<file path="src/rtl/systolic_skew_feeder.sv">
// systolic_skew_feeder
// Holds the A (row operand) and B (column operand) matrices for the FP32
// systolic array. On start it streams them onto the left/top array edges with
// the diagonal skew the schedule needs, pads idle lanes with FP32 zero, waits
// a fixed drain interval for the PE pipelines, then pulses done.
//
// state   | meaning
// --------+-----------------------------------------------------------------
// S_IDLE  | buffers writable, outputs zero, waiting for start_i
// S_FEED  | presenting feed step t_q (0 .. 2N-2) on the edge buses
// S_DRAIN | outputs zero, busy high, drain_q counts down to zero
// S_FIN   | one-cycle done pulse, then back to S_IDLE
module systolic_skew_feeder #(
  parameter int N     = 4,
  parameter int DRAIN = 16,
  parameter int IW    = $clog2(N)
) (
  input  logic            clk_i,
  input  logic            rst_i,
  input  logic            wr_en_i,
  input  logic            wr_sel_i,
  input  logic [IW-1:0]   wr_row_i,
  input  logic [IW-1:0]   wr_col_i,
  input  logic [31:0]     wr_data_i,
  input  logic            start_i,
  output logic [N*32-1:0] out_left_o,
  output logic [N*32-1:0] out_top_o,
  output logic            feed_valid_o,
  output logic            busy_o,
  output logic            done_o
);

  // Feed step counter must hold 0 .. 2N-1; drain counter holds DRAIN-1 .. 0.
  localparam int TW = $clog2(2 * N);
  localparam int DW = $clog2(DRAIN + 1);
  localparam logic [TW-1:0] T_LAST     = TW'(2 * N - 2);
  localparam logic [DW-1:0] DRAIN_LOAD = DW'(DRAIN - 1);

  typedef enum logic [1:0] {
    S_IDLE,
    S_FEED,
    S_DRAIN,
    S_FIN
  } state_t;

  state_t          state_q;
  logic [TW-1:0]   t_q;
  logic [DW-1:0]   drain_q;
  logic [N*32-1:0] out_left_q;
  logic [N*32-1:0] out_top_q;
  logic            feed_valid_q;
  logic            busy_q;
  logic            done_q;

  logic [31:0]     a_buf_q [N][N];
  logic [31:0]     b_buf_q [N][N];
  logic [31:0]     a_buf_d [N][N];
  logic [31:0]     b_buf_d [N][N];

  logic            wr_ok;
  logic [TW-1:0]   step_d;
  logic [N*32-1:0] skew_left;
  logic [N*32-1:0] skew_top;

  // Out-of-range indices (only possible when N is not a power of two) are dropped.
  assign wr_ok = wr_en_i && (state_q == S_IDLE) &&
                 (int'(wr_row_i) < N) && (int'(wr_col_i) < N);

  // Buffer next-state with the pending write folded in, so a write in the
  // same cycle as start is already visible to feed step 0.
  always_comb begin
    a_buf_d = a_buf_q;
    b_buf_d = b_buf_q;
    if (wr_ok) begin
      if (wr_sel_i) b_buf_d[wr_row_i][wr_col_i] = wr_data_i;
      else          a_buf_d[wr_row_i][wr_col_i] = wr_data_i;
    end
  end

  // Operand buffer storage, cleared by reset.
  always_ff @(posedge clk_i) begin
    if (rst_i) begin
      for (int r = 0; r < N; r++) begin
        for (int c = 0; c < N; c++) begin
          a_buf_q[r][c] <= '0;
          b_buf_q[r][c] <= '0;
        end
      end
    end else begin
      a_buf_q <= a_buf_d;
      b_buf_q <= b_buf_d;
    end
  end

  // Feed step that will be on the buses after the next edge.
  always_comb begin
    step_d = (state_q == S_IDLE) ? '0 : t_q + TW'(1);
  end

  // Diagonal skew: lane i carries element (step - i) of its row/column, or zero.
  always_comb begin
    skew_left = '0;
    skew_top  = '0;
    for (int i = 0; i < N; i++) begin
      if ((int'(step_d) >= i) && (int'(step_d) - i < N)) begin
        skew_left[i*32 +: 32] = a_buf_d[i][IW'(int'(step_d) - i)];
        skew_top[i*32 +: 32]  = b_buf_d[IW'(int'(step_d) - i)][i];
      end
    end
  end

  // Sequencer with registered outputs; outputs default to zero every cycle.
  always_ff @(posedge clk_i) begin
    if (rst_i) begin
      state_q      <= S_IDLE;
      t_q          <= '0;
      drain_q      <= '0;
      out_left_q   <= '0;
      out_top_q    <= '0;
      feed_valid_q <= 1'b0;
      busy_q       <= 1'b0;
      done_q       <= 1'b0;
    end else begin
      out_left_q   <= '0;
      out_top_q    <= '0;
      feed_valid_q <= 1'b0;
      done_q       <= 1'b0;
      case (state_q)
        S_IDLE: begin
          if (start_i) begin
            state_q      <= S_FEED;
            t_q          <= '0;
            out_left_q   <= skew_left;
            out_top_q    <= skew_top;
            feed_valid_q <= 1'b1;
            busy_q       <= 1'b1;
          end
        end
        S_FEED: begin
          if (t_q == T_LAST) begin
            state_q <= S_DRAIN;
            drain_q <= DRAIN_LOAD;
          end else begin
            t_q          <= step_d;
            out_left_q   <= skew_left;
            out_top_q    <= skew_top;
            feed_valid_q <= 1'b1;
          end
        end
        S_DRAIN: begin
          if (drain_q == '0) begin
            state_q <= S_FIN;
            busy_q  <= 1'b0;
            done_q  <= 1'b1;
          end else begin
            drain_q <= drain_q - DW'(1);
          end
        end
        S_FIN: begin
          state_q <= S_IDLE;
        end
        default: begin
          state_q <= S_IDLE;
          busy_q  <= 1'b0;
        end
      endcase
    end
  end

  assign out_left_o   = out_left_q;
  assign out_top_o    = out_top_q;
  assign feed_valid_o = feed_valid_q;
  assign busy_o       = busy_q;
  assign done_o       = done_q;

endmodule
</file>
<file path="config.mk">
export PLATFORM = sky130hd
export DESIGN_NAME = systolic_skew_feeder
export DESIGN_NICKNAME = d
export VERILOG_FILES = /design/src/rtl/systolic_skew_feeder.sv
export SDC_FILE = /design/constraint.sdc
export NUM_CORES = 2
export LEC_CHECK = 0
export CELL_PAD_IN_SITES_DETAIL_PLACEMENT = 1
export CELL_PAD_IN_SITES_GLOBAL_PLACEMENT = 2
export CORE_MARGIN = 2
export CORE_UTILIZATION = 37
export CTS_CLUSTER_SIZE = 16
export DETAILED_ROUTE_END_ITERATION = 12
export PLACE_DENSITY = 0.84
export RECOVER_POWER = 100
export SYNTH_ARGS = -nofsm -noshare
export SYNTH_HDL_FRONTEND = slang
export SYNTH_SLANG_ARGS = --single-unit
</file>
<file path="constraint.sdc">
create_clock -name clk_i -period 3.8 [get_ports clk_i]
set_input_delay 0.57 -clock clk_i [delete_from_list [all_inputs] [get_ports clk_i]]
set_output_delay 0.57 -clock clk_i [all_outputs]
set_load 0.005 [all_outputs]
</file>
# After elaboration in Yosys (flattened, before gate mapping)
# Index checks and enable logic that the tools add are counted.
# classes
n_addsub	5
multipliers	0
div_mod_pow	0
magnitude_cmp	15
n_eq_ne	9
shifts	0
mux	66
n_bitwise	7
n_reduce_logical	16
# ops
op	n
$mux W512	4
$bmux W128 S2	4
$bwmux W512	2
$mux W128	7
$mux W32	19
$pmux W128 S2	2
$bmux W32 S2	4
$demux W128 S2	1
$mux W96	2
$mux W64	2
$lt A32 B4 Y1 const B	3
$demux W32 S2	1
$ge A2 B3 Y1 const B	4
$reduce_and A3 Y1	4
$mux W5	2
$ne A2 B2 Y1 const B	5
$pmux W5 S2	1
$mux W3	3
$not A2 Y2	4
$pmux W2 S4	1
$sub A3 B2 Y4 const B	2
$ge A3 B2 Y1 const B	2
$ge A3 B3 Y1 const B	2
$logic_and A1 B1 Y1	6
other kinds (19)	31
# word_totals
ff_bits	1293
latchBits	0
mem_bits_rw	0
romBits	0
wordCells	158
memories	0

# Depth between registers and ports, before layout
# depth
depth_word	16
depth_mapped	16
mapped_depth_nobuf	10

# Least setup slack after synthesis
# No wires, ideal clock.
# synth_timing
kind	flip-flop to flip-flop
from	register state_q[0]
to	register out_top_q[121] (netlist: out_top_o[121])
setup_ns	0.115
arrival_time_ns	3.380
slack_ns	0.305
path_stages_with_launch	17
n_path_buf	9
synth_period_minus_slack_ns	3.495
cell_sequence	dfxtp_1 inv_1 ha_1 or2_2 buf_6 buf_2 buf_2 buf_2 clkbuf_1 ha_1 clkbuf_1 and2_1 clkbuf_1 buf_2 clkbuf_1 a22oi_1 and3_1
# synth_between
elab_chain_len	10
word_cells_on_any_way	17
cone_classes	1 x add/sub; 2 x order compare; 1 x eq/ne; 9 x mux; 1 x bitwise; 3 x reduce/logical
# synth_rtl
element	line_no	source
start: declaration	46	state_t state_q;
start signal: assignment	115	state_q <= S_IDLE;
start signal: assignment	131	state_q <= S_FEED;
start signal: assignment	141	state_q <= S_DRAIN;
branches (longest 9 deep; another with $lt A32 B4 Y1)	n/a	
$pmux W128 S2 (*)	128	case (state_q)
end signal: assignment	134	out_top_q <= skew_top;
end signal: assignment	146	out_top_q <= skew_top;
end: declaration	50	logic [N*32-1:0] out_top_q;
# Mark *: on every way between the ends. The select of a mux whose other input is x is not followed.
# A chain may end at the register's enable or synchronous reset.

# Worst setup path in the final report
# layout_timing
from	register state_q[1]
to	register out_top_q[42] (netlist: out_top_o[42])
# layout_between
elab_chain_len	10
word_cells_on_any_way	17
cone_classes	1 x add/sub; 2 x order compare; 1 x eq/ne; 9 x mux; 1 x bitwise; 3 x reduce/logical
# layout_rtl
element	line_no
branches (longest 9 deep; another with $lt A32 B4 Y1)	n/a
$pmux W128 S2 (*)	128
# Marks and branches as above.

==> flow_summary.toml <==
[die]
die_area_mm2 = 0.141
placeableCoreArea_mm2 = 0.137
die_height_um = 375
rows = 136
floorplan_die_width_um = 375
floorplan.initialDensity = 0.372
top_level_i_o_count = 300

[worst_setup_path]
crit_chain = "inv_1 > ha_1 > a21boi_0 > clkbuf_1 > o21ai_0 > buf_4 > a221oi_4 > nand2b_2 > buf_4 > o32ai_1"
crit_required_ps = 4440
cpLargestDelayFamily = "compound AO/OA/AOI/OAI gates"
cpPeakStageDelay_ps = 640
cp_max_fo = 50
crit_type = "reg2reg"
critical_path_arrival_ps = 4190
worstSetupEndpointType = "flip-flop"
cp_common_cell = "sky130_fd_sc_hd__buf_4"
worstSetupStartpointType = "flip-flop"
critical_path_buf_inv_count = 4
critical_path.slowest_cell = "sky130_fd_sc_hd__o32ai_1"

[synthesis]
synth-compound-area-share = 0.176
syn_inst = 5854
netlist.top_cell.by_area = "sky130_fd_sc_hd__dfxtp_1"
sequential_to_total_area_share_from_yosys_stat = 0.508
syn_nets = 5907
synth_top_area_share = 0.508
synth_xor_area_frac = 0.00101
synth.cell_area_mm2 = 0.0510
synth.top_cells.by_area = "sky130_fd_sc_hd__dfxtp_1 (51%), sky130_fd_sc_hd__nand2_1 (9.0%), sky130_fd_sc_hd__mux2i_1 (8.8%)"
asyncSetResetFlopFracSynth = 0
synth.distinct_cells = 82
postSynthAreaPerCell_um2 = 8.71
synth_top_family_by_area = "compound AO/OA/AOI/OAI gates"
synthMuxAreaShare = 0.0941
synth_flop_cell = "sky130_fd_sc_hd__dfxtp_1"
synth_simple_gate_area_share = 0.166
ys.warnings.count = 0
synth-seq-cells = 1293
synth_fa_ha_area_frac = 0.00294
number_of_enable_flip_flop_cells_after_synthesis = 0

[clock_network]
clk_path_buf_depth = 3
post_cts_hold_buffer_count = 0
cts_inserted_buffers = 145
cts-resized-gates = 0
cts.reportedPaths.clkPinSlew_ps = 70
htree_levels = 4
cts_tree = "yes"
worst_skew_pair.late_latency_ps = 800
cts.sinks = 1293
setup_repair_bufs_after_cts = 0
cts-root-buf = "sky130_fd_sc_hd__clkbuf_16"

[place]
place_congestion = 0.876
count_of_input_and_output_buffers = 299
place_inst = 7552
dp.final_hpwl_mm = 119

[routing]
route.detailed.drc = 0
first_iter_violations = 3541
routed-wl-met3_mm = 10.6
wl_met2_mm = 92.0
detail_route.wl_per_cell_um = 24.9
wirelength_met1_mm = 85.2
route.antenna.remaining_nets = 0
post_drt_via_cell_ratio = 5.67
route.vias.total = 44300
top_layer = "met4"
detail_route.first_pass.iterations = 6
finalWirelength_mm = 194

[timing]
measured_slew_at_the_worst_slew_check_pin_ps = 1450
normalized_max_slew_margin = 0.0334
period_minus_slack_ps = 3550
hold_violations = 0
report.final.setup_viol = 0
post-route-period-util = 0.935
timing.fmax_mhz = 282
totalNegativeSetupSlack_ps = 0
maxSlewViolCount = 0
timing.clock.skew_ps = 28.2
grt_setup_unrepaired = "no"

[status]
outcome = "finished clean"

[final_layout]
finalNonFillerCells = 7815
layout_commonest_cell = "sky130_fd_sc_hd__dfxtp_1"
fraction_of_layout_instances_using_a_drive_strength_above_1 = 0.0872
syn_to_final_growth_pct = 17.5
finish.net_count = 5958
mostFrequentLayoutCells = "sky130_fd_sc_hd__dfxtp_1 (1292), sky130_fd_sc_hd__nand2_1 (1228), sky130_fd_sc_hd__a21oi_1 (605)"

[power_and_ir_drop]
clock_power_share = 0.356
netSwitchingFraction = 0.338
worst_ir_drop_vdd_mv = 0.413
power_per_cell_area_mw_per_mm2 = 648
power_leakage_nw = 22.7
p_comb_frac = 0.269
cellInternalPower_mw = 25.7
power.sequential.fraction = 0.375
p_sw_mw = 13.1

[global_route]
grt_use_total = 0.269
number_of_antenna_violations_at_the_first_check_in_global_routing = 16
grt_start_max_net_pins = 213
vias_in_the_first_global_route = 44900
overflow = 0
grt_pass1_wl_mm = 289

[run]
drv.max_cap_violation_count = 0

[worst_hold_path]
min_path_type = "in2reg"
-- flip-flops by register name, indices dropped and copies added, names as in the netlist --
register      count
a_buf_q         512
out_top_o       128
b_buf_q         512
t_q               3
busy_o            1
feed_valid_o      1
drain_q           5
done_o            1
state_q           2
out_left_o      128
-- worst paths after layout --
| check | cells past startpoint | slack, ps | to | from |
|---|---|---|---|---|
| min reg2reg | 2 | 450 | a_buf_q[277] | a_buf_q[277] |
| max reg2reg | 10 | 250 | out_top_o[42] | state_q[1] |
| min | 2 | 50 | a_buf_q[509] | rst_i |
| max | 10 | 250 | out_top_o[42] | state_q[1] |
-- worst reg2reg max path, delay by kind of cell, from the launching register on --
family                   cells  cell delay, ps
flip-flops                   1             320
AND/OR/NAND/NOR              1              90
adder cells (fa/ha/maj)      1             380
AO/OA/AOI/OAI                4            1420
buffers and inverters        4            1190
-- routing by layer --
metal,up-vias,global-route usage
met5,-,0
met4,0,0.0974
met3,294,0.0382
met2,1249,0.447
met1,22400,0.356
li1,20300,-
-- metrics by stage --
step	hold slack [ps]	area, µm²	total power, mW	utilization	setup slack, ps
3_5_place_dp	442	55500	25.4	0.405	303
6_report	53.0	59900	38.8	0.437	248
2_1_floorplan	431	51000	21.0	-	305
4_1_cts	2.06	60200	39.2	0.439	382
3_3_place_gp	437	55500	25.3	0.405	300
5_1_grt	37.9	59900	40.4	0.437	169
-- area by class of cell --
class	count	area, µm²
Antenna cell	10	25.0
Clock buffer	217	4250
Clock inverter	36	390
Fill cell	15700	77200
Inverter	22	85.1
Multi-Input combinational cell	3934	22500
Sequential cell	1293	25900
Tap cell	1794	2240
Timing Repair Buffer	509	4530
-- synth_stat cells (all sizes together), types with 6 or more instances --
library cell and instances:
dfxtp 1293, nand2 1232, a21oi 610, nor2 605, mux2i 448, clkbuf 431
o22ai 177, buf 174, o32ai 101, o22a 83, a22oi 82, o221ai 76
o21ai 59, nor3 51, or3 48, and3 46, nand3 32, a211oi 30
mux2 27, o211ai 27, a22o 26, a211o 24, inv 22, o31ai 17
nand2b 16, o311a 13, ha 12, a221o 11, a2bb2oi 9, o211a 7
nand4 6
-- cell families after synthesis --
family,after synthesis
AOI/OAI and AO/OA,1373
xor gates and xnor gates,5
adders and majority gates,12
buffers and inverters,627
DFF,1293
muxes,475
and+or+nand+nor,2069
-- power by group through the flow --
| stage | logic, mW | clock network (mW) | registers (mW) |
|---|---|---|---|
| 5_1_grt | 11.2 | 14.6 | 14.6 |
| 3_3_place_gp | 10.4 | 0 | 14.9 |
| 6_report | 10.4 | 13.8 | 14.6 |
| 2_1_floorplan | 6.43 | 0 | 14.6 |
| 4_1_cts | 10.6 | 14.0 | 14.6 |
| 3_5_place_dp | 10.5 | 0 | 14.9 |
No activity file was read; power rests on OpenSTA's default activity.
